### config.mk
export PLATFORM = sky130hd
export DESIGN_NAME = game_clock_timer
export DESIGN_NICKNAME = d
export VERILOG_FILES = /design/src/rtl/game_clock_timer.sv
export SDC_FILE = /design/constraint.sdc
export NUM_CORES = 1
export LEC_CHECK = 0
export CAP_MARGIN = 5
export CORE_MARGIN = 5
export CORE_UTILIZATION = 35
export CTS_CLUSTER_SIZE = 14
export DETAILED_ROUTE_END_ITERATION = 8
export GPL_ROUTABILITY_DRIVEN = 0
export GPL_TIMING_DRIVEN = 0
export SYNTH_ARGS = -nofsm -noshare
export SYNTH_HDL_FRONTEND = slang
export SYNTH_SLANG_ARGS = --single-unit
export TNS_END_PERCENT = 30
### constraint.sdc
create_clock -name clk -period 3.9 [get_ports clk]
set_clock_uncertainty 0.2 [all_clocks]
set_input_delay 0.78 -clock clk [delete_from_list [all_inputs] [get_ports clk]]
set_output_delay 0.78 -clock clk [all_outputs]
set_load 0.02 [all_outputs]
### src/rtl/game_clock_timer.sv
// MM:SS game-clock countdown driven by the rising edges of an asynchronous slow clock,
// with start/stop/reload control, BCD digit outputs and a timed end-of-period buzzer.
module game_clock_timer #(
  parameter int START_MIN     = 12,
  parameter int START_SEC     = 0,
  parameter int TICKS_PER_SEC = 1,
  parameter int BUZZ_TICKS    = 3
) (
  input  logic       clk,
  input  logic       reset,
  input  logic       sclk_in,
  input  logic       start_stop,
  input  logic       load,
  output logic [3:0] min_tens,
  output logic [3:0] min_ones,
  output logic [3:0] sec_tens,
  output logic [3:0] sec_ones,
  output logic       running,
  output logic       expired,
  output logic       buzzer
);

  // state   | meaning
  // IDLE    | preset loaded, waiting for start
  // RUNNING | counting down on prescaled ticks
  // PAUSED  | count and prescaler frozen
  // EXPIRED | reached 00:00, buzzer timed, waits for load
  typedef enum logic [1:0] {
    IDLE    = 2'd0,
    RUNNING = 2'd1,
    PAUSED  = 2'd2,
    EXPIRED = 2'd3
  } state_t;

  localparam logic [6:0] PRESET_MIN = 7'(START_MIN);
  localparam logic [5:0] PRESET_SEC = 6'(START_SEC);
  localparam logic [7:0] PRESC_LAST = 8'(TICKS_PER_SEC - 1);
  localparam logic [7:0] BUZZ_LAST  = 8'(BUZZ_TICKS - 1);

  state_t     state, state_nx;
  logic [6:0] minutes, min_nx;
  logic [5:0] seconds, sec_nx;
  logic [7:0] presc, presc_nx;
  logic [7:0] buzz_cnt, buzz_cnt_nx;
  logic       buzz_q, buzz_nx;
  logic       s1, s2, s3;
  logic       tick;
  logic       count_zero;
  logic [6:0] min_step;
  logic [5:0] sec_step;
  logic       step_zero;

  always_ff @(posedge clk or negedge reset) begin
    if (!reset) begin
      s1 <= 1'b0;
      s2 <= 1'b0;
      s3 <= 1'b0;
    end else begin
      s1 <= sclk_in;
      s2 <= s1;
      s3 <= s2;
    end
  end

  assign tick       = s2 & ~s3;
  assign count_zero = (minutes == 7'd0) && (seconds == 6'd0);

  // Value the count takes after one game second elapses.
  always_comb begin
    min_step = minutes;
    sec_step = seconds;
    if (seconds != 6'd0) begin
      sec_step = seconds - 6'd1;
    end else if (minutes != 7'd0) begin
      sec_step = 6'd59;
      min_step = minutes - 7'd1;
    end
    step_zero = (min_step == 7'd0) && (sec_step == 6'd0);
  end

  always_comb begin
    state_nx    = state;
    min_nx      = minutes;
    sec_nx      = seconds;
    presc_nx    = presc;
    buzz_cnt_nx = buzz_cnt;
    buzz_nx     = buzz_q;
    if (load) begin
      state_nx    = IDLE;
      min_nx      = PRESET_MIN;
      sec_nx      = PRESET_SEC;
      presc_nx    = 8'd0;
      buzz_cnt_nx = 8'd0;
      buzz_nx     = 1'b0;
    end else begin
      case (state)
        IDLE: begin
          if (start_stop && !count_zero) begin
            state_nx = RUNNING;
            presc_nx = 8'd0;
          end
        end
        RUNNING: begin
          if (tick && presc == PRESC_LAST) begin
            presc_nx = 8'd0;
            min_nx   = min_step;
            sec_nx   = sec_step;
            if (step_zero) begin
              state_nx    = EXPIRED;
              buzz_nx     = 1'b1;
              buzz_cnt_nx = 8'd0;
            end else if (start_stop) begin
              state_nx = PAUSED;
            end
          end else begin
            if (tick) begin
              presc_nx = presc + 8'd1;
            end
            if (start_stop) begin
              state_nx = PAUSED;
            end
          end
        end
        PAUSED: begin
          if (start_stop) begin
            state_nx = RUNNING;
            presc_nx = 8'd0;
          end
        end
        EXPIRED: begin
          if (tick && buzz_q) begin
            if (buzz_cnt == BUZZ_LAST) begin
              buzz_nx = 1'b0;
            end else begin
              buzz_cnt_nx = buzz_cnt + 8'd1;
            end
          end
        end
        default: state_nx = IDLE;
      endcase
    end
  end

  always_ff @(posedge clk or negedge reset) begin
    if (!reset) begin
      state    <= IDLE;
      minutes  <= PRESET_MIN;
      seconds  <= PRESET_SEC;
      presc    <= 8'd0;
      buzz_cnt <= 8'd0;
      buzz_q   <= 1'b0;
      running  <= 1'b0;
      expired  <= 1'b0;
    end else begin
      state    <= state_nx;
      minutes  <= min_nx;
      seconds  <= sec_nx;
      presc    <= presc_nx;
      buzz_cnt <= buzz_cnt_nx;
      buzz_q   <= buzz_nx;
      running  <= (state_nx == RUNNING);
      expired  <= (state_nx == EXPIRED);
    end
  end

  assign buzzer = buzz_q;

  function automatic logic [7:0] to_bcd(input logic [6:0] v);
    return {4'(v / 7'd10), 4'(v % 7'd10)};
  endfunction

  assign {min_tens, min_ones} = to_bcd(minutes);
  assign {sec_tens, sec_ones} = to_bcd({1'b0, seconds});

endmodule

Yosys cells after proc, flatten, opt, wreduce, memory -nomap -nowiden
Index checks and enable logic that the tools add are counted.
- output and inout port bits: 19
- register bits after elaboration: 37
- bits of input ports: 5
- word-level logic and storage cells: 92
- add/sub/neg operators: 4
- reduce and logical (&&, ||, !) cells: 22
- eq/ne operators: 14
- multiplexer cells: 35
- bitwise gates (word level): 2
- div/mod/pow operators: 4
- operators by type and width (cell ; number):
    two-way mux 8 bit ; 10
    two-way mux 7 bit ; 5
    two-way mux 6 bit ; 5
    case mux 8 bit (3 select lines) ; 1
    inequality test 3 bit, second input constant ; 7
    adder 8 x 1 -> 8 bit, second input constant ; 2
    case mux 8 bit (2 select lines) ; 1
    logical NOT 7 bit ; 2
    logical NOT 6 bit ; 2
    two-way mux 2 bit ; 6
    AND reduction 5 bit ; 2
    == test 8 x 2 -> 1 bit, second input constant ; 1
    logical NOT 8 bit ; 1
    divider 6 x 4 -> 7 bit, second input constant ; 1
    divider 7 x 4 -> 7 bit, second input constant ; 1
    modulo 6 x 4 -> 7 bit, second input constant ; 1
    modulo 7 x 4 -> 7 bit, second input constant ; 1
    nonzero test 7 bit ; 1
    subtractor 7 x 1 -> 7 bit, second input constant ; 1
    == test 2 bit, second input constant ; 3
    case mux 2 bit (3 select lines) ; 1
    nonzero test 6 bit ; 1
    subtractor 6 x 1 -> 6 bit, second input constant ; 1
    logical AND 1 bit ; 5
    other kinds (13) ; 19

Depth between registers and ports, before layout
- depth in word-level cells: 10
- mapped depth: 14
- gate-level depth less buffers: 13

Least setup slack after synthesis
OpenSTA, ideal clock, no wires.
- kind: flip-flop to output port
- start point: register seconds[2]
- end point: output sec_ones[2]
- path slack: -141 ps
- cell stages (with the launch flop): 13
- data arrival time: 3061 ps
- cell sequence: dfrtp_1 -> clkbuf_1 -> nor2_1 -> o21ai_0 -> a21o_1 -> xnor2_1 -> ha_1 -> clkbuf_1 -> a21boi_0 -> o22ai_1 -> a221oi_1 -> a31oi_1 -> mux2i_1
- word-level cells in the longest chain between the ends: 1
- ends and longest elaborated chain (item ; line ; source):
    start, declared ; 42 ; logic [5:0] seconds, sec_nx;
    start signal, assigned ; 157 ; seconds <= sec_nx;
    modulo 6 x 4 -> 7 bit ; 169 ; return {4'(v / 7'd10), 4'(v % 7'd10)};
    end, declared ; 17 ; output logic [3:0] sec_ones,
Every way passes these cells.

Worst setup path in the final report
- start point: register minutes[3]
- end point: output min_ones[1]
- word-level cells in the longest chain between the ends: 1
- ends and longest elaborated chain (item ; line ; source):
    start, declared ; 41 ; logic [6:0] minutes, min_nx;
    start signal, assigned ; 156 ; minutes <= min_nx;
    modulo 7 x 4 -> 7 bit ; 169 ;
    end, declared ; 15 ; output logic [3:0] min_ones,
Every way passes these cells.

==> metrics <==
fmax 0.247 GHz; via/cell ratio 5.50; Slew @ Worst Pin 0.849 ns; maximum fanout along the worst path 7; worst reg2reg path depth 9; Layout Nets 413; Pwr per Cell Area 246 mW/mm^2; Yosys cell types 63; routed len/inst 15.1 um; worst setup margin -0.157 ns; Die Ht 99.7 um; CTS root buf clkbuf_8; Sum Neg Setup Slack -0.435 ns; final hold vios 0; TritonCTS clock tree yes; Port Buffers 22; Gate Count Post-Synth 345; final setup violation count 3; via count 2751; share of cells above drive strength 1 22.6%; Initial Util 36.3%; HP Class register to register; relative slew slack 43.4%; Worst path slowest cell dfstp_2; htree depth 2; vias in the first global route 2530; DR iter-0 viols 117; fin util 46.5%; CP Capture Type output port; EDFF count, synth 0; pin count of the biggest net entering global routing 38; reg-to-reg slack, setup 0.89 ns; WP depth 13; Most common cell on crit path xnor2_2; max_cap viols 0; WP data required 2.92 ns; ys async rst share 100%; Synth Flop Type dfrtp_1; minimum clock period 4.06 ns; initial antenna violation count 0; CORE AREA 0.00777 mm^2; max-slew violations 0; first-pass GRT wire length 12.0 mm; Final Hold Slack 0.152 ns; row cnt 32; clk sink count 37; TritonCTS Buffers 5; Worst Path Arrival 3.08 ns; crit path launch type register; P&R area growth vs syn 28.0%; ant diodes 0; peak supply drop 134 uV; Worst Path Buf+Inv 2; sequential fraction of the synthesis area 32.9%; GRT overflow 0; Total GRT Usage 14.6%; hold path depth 0; crit-path cells nand2b_1 -> a31oi_1 -> o21a_1 -> xnor2_2 -> ha_4 -> nand2_2 -> o2111ai_2 -> o221ai_2 -> a211oi_2 -> a21o_1 -> buf_6 -> xnor2_2 -> buf_4; Max clock buf depth 2; RSZ-0062 raised after global routing true; Routed Antenna Nets 0; total power 887 uW; drt pass-1 iters 4; Syn Area/Cell 8.17 um^2; Crit Path Class register to output port; violated checks negative setup slack; post-cts hold buffer count 0; Final period util 104%; FF+latch count, synth 37; Leak 0.00152 uW; clk slew on worst S/H paths 0.07 ns; wirelength, routed 7.53 mm; Clock Latency Late Sink 0.29 ns; Residual DRC 0; crit-path leading delay family compound AO/OA/AOI/OAI gates; die width 99.7 um; status complete, but fails checks; syn nets 361; detailed placement HPWL 5.01 mm; Cell Area, Synth 0.00282 mm^2; Total Die Area 0.00995 mm^2; Yosys Warn Count 0; io pins 24; slowest stage delay, CP 0.56 ns
sequential cells by signal, summed over array words and instances (netlist names):
register,count
state,2
minutes,7
buzz_cnt,8
expired,1
presc,8
buzzer,1
seconds,6
running,1
s2,1
s3,1
s1,1
stage by stage:
step | std cells | instance area (um^2) | setup WS (ns)
4_1_cts | 485 | 3420 | -0.159
2_1_floorplan | 345 | 2830 | -0.0328
3_3_place_gp | 469 | 3170 | -0.787
5_1_grt | 500 | 3610 | -0.308
6_report | 500 | 3610 | -0.157
3_5_place_dp | 469 | 3170 | -0.814
final cells by class:
| class | count | area, um^2 |
|---|---|---|
| plain buffers | 14 | 129 |
| clock buffers | 7 | 76.3 |
| clock inverters | 1 | 5.00 |
| fillers | 780 | 4160 |
| inverters | 14 | 52.6 |
| multi-input cells | 276 | 1870 |
| flip-flops and latches | 37 | 935 |
| well taps | 102 | 128 |
| repair buffers | 49 | 417 |
metal layers:
metal	part of all wire, %	global-route usage (%)	routed length, um	vias up
met5	0	0	0	-
met4	2.1	4.52	160	0
met3	3.9	2.45	291	21
met2	48	23.6	3600	75
met1	46	19.8	3480	1293
li1	-	-	-	1362
placed cells by master, fill, tap and decap left out, types with 7 or more instances in the layout:
cell | Yosys | layout
nor3_1 | 8 | 7
inv_1 | 14 | 14
ha_1 | 11 | 9
o21ai_0 | 37 | 36
dfrtp_1 | 35 | 30
nand2b_1 | 9 | 7
nand4_1 | 7 | 7
nand3_1 | 13 | 13
a21oi_1 | 14 | 13
clkdlybuf4s50_1 | 0 | 13
buf_4 | 3 | 29
nor2_1 | 28 | 27
nand2_1 | 33 | 32
and3_1 | 9 | 9
path summary, 6_finish.rpt:
| path | from | to |
|---|---|---|
| min in group asynchronous | reset | buzz_cnt[2]$_DFFE_PN0P_ |
| hold / removal | s1$_DFF_PN0_ | s2$_DFF_PN0_ |
| max in group asynchronous | reset | minutes[4]$_DFFE_PN0P_ |
| setup / recovery | minutes[3]$_DFFE_PN1P_ | min_ones[1] |
| setup reg to reg | seconds[0]$_DFFE_PN0P_ | buzz_cnt[7]$_DFFE_PN0P_ |
| hold reg to reg | s1$_DFF_PN0_ | s2$_DFF_PN0_ |
synth_stat cells (all sizes together) (3+ instances only):
| cell | n | area, um^2 |
|---|---|---|
| a211oi | 4 | 35.0 |
| a21boi | 3 | 26.3 |
| a21o | 5 | 37.5 |
| a21oi | 14 | 70.1 |
| a22o | 6 | 52.6 |
| a31oi | 4 | 25.0 |
| and2 | 5 | 31.3 |
| and3 | 9 | 56.3 |
| buf | 5 | 45.0 |
| clkbuf | 13 | 48.8 |
| dfrtp | 35 | 876 |
| ha | 11 | 138 |
| inv | 14 | 52.6 |
| mux2 | 3 | 33.8 |
| mux2i | 3 | 30.0 |
| nand2 | 33 | 124 |
| nand2b | 9 | 56.3 |
| nand3 | 13 | 65.1 |
| nand4 | 7 | 43.8 |
| nor2 | 28 | 105 |
| nor2b | 8 | 50.1 |
| nor3 | 9 | 50.1 |
| nor3b | 4 | 35.0 |
| nor4 | 7 | 58.8 |
| o211ai | 3 | 22.5 |
| o21ai | 38 | 190 |
| o22a | 3 | 26.3 |
| o22ai | 5 | 31.3 |
| or2 | 3 | 18.8 |
| xnor2 | 5 | 43.8 |
| xor2 | 5 | 43.8 |
kinds of logic after synthesis:
kind of cell    after synthesis  share of synthesized area (%)
flops                        37                           32.9
mux                           6                           2.26
compound gates              105                           24.5
simple gates                143                           27.0
buf+inv                      32                           5.19
other cells                   1                          0.133
xor+xnor                     10                           3.11
fa+ha+maj                    11                           4.88
where the power goes:
part           internal [uW]  switching, uW
logic                   91.0            128
registers                393           13.4
clock network            126            137
total                    609            278
what timing repair did:
action	4_1_cts	5_1_grt
setup endpoints to repair	8	8
gates resized for setup	56	24
buffers inserted	12	15
pin swaps	4	8
Power figures use the tool's default switching activity.
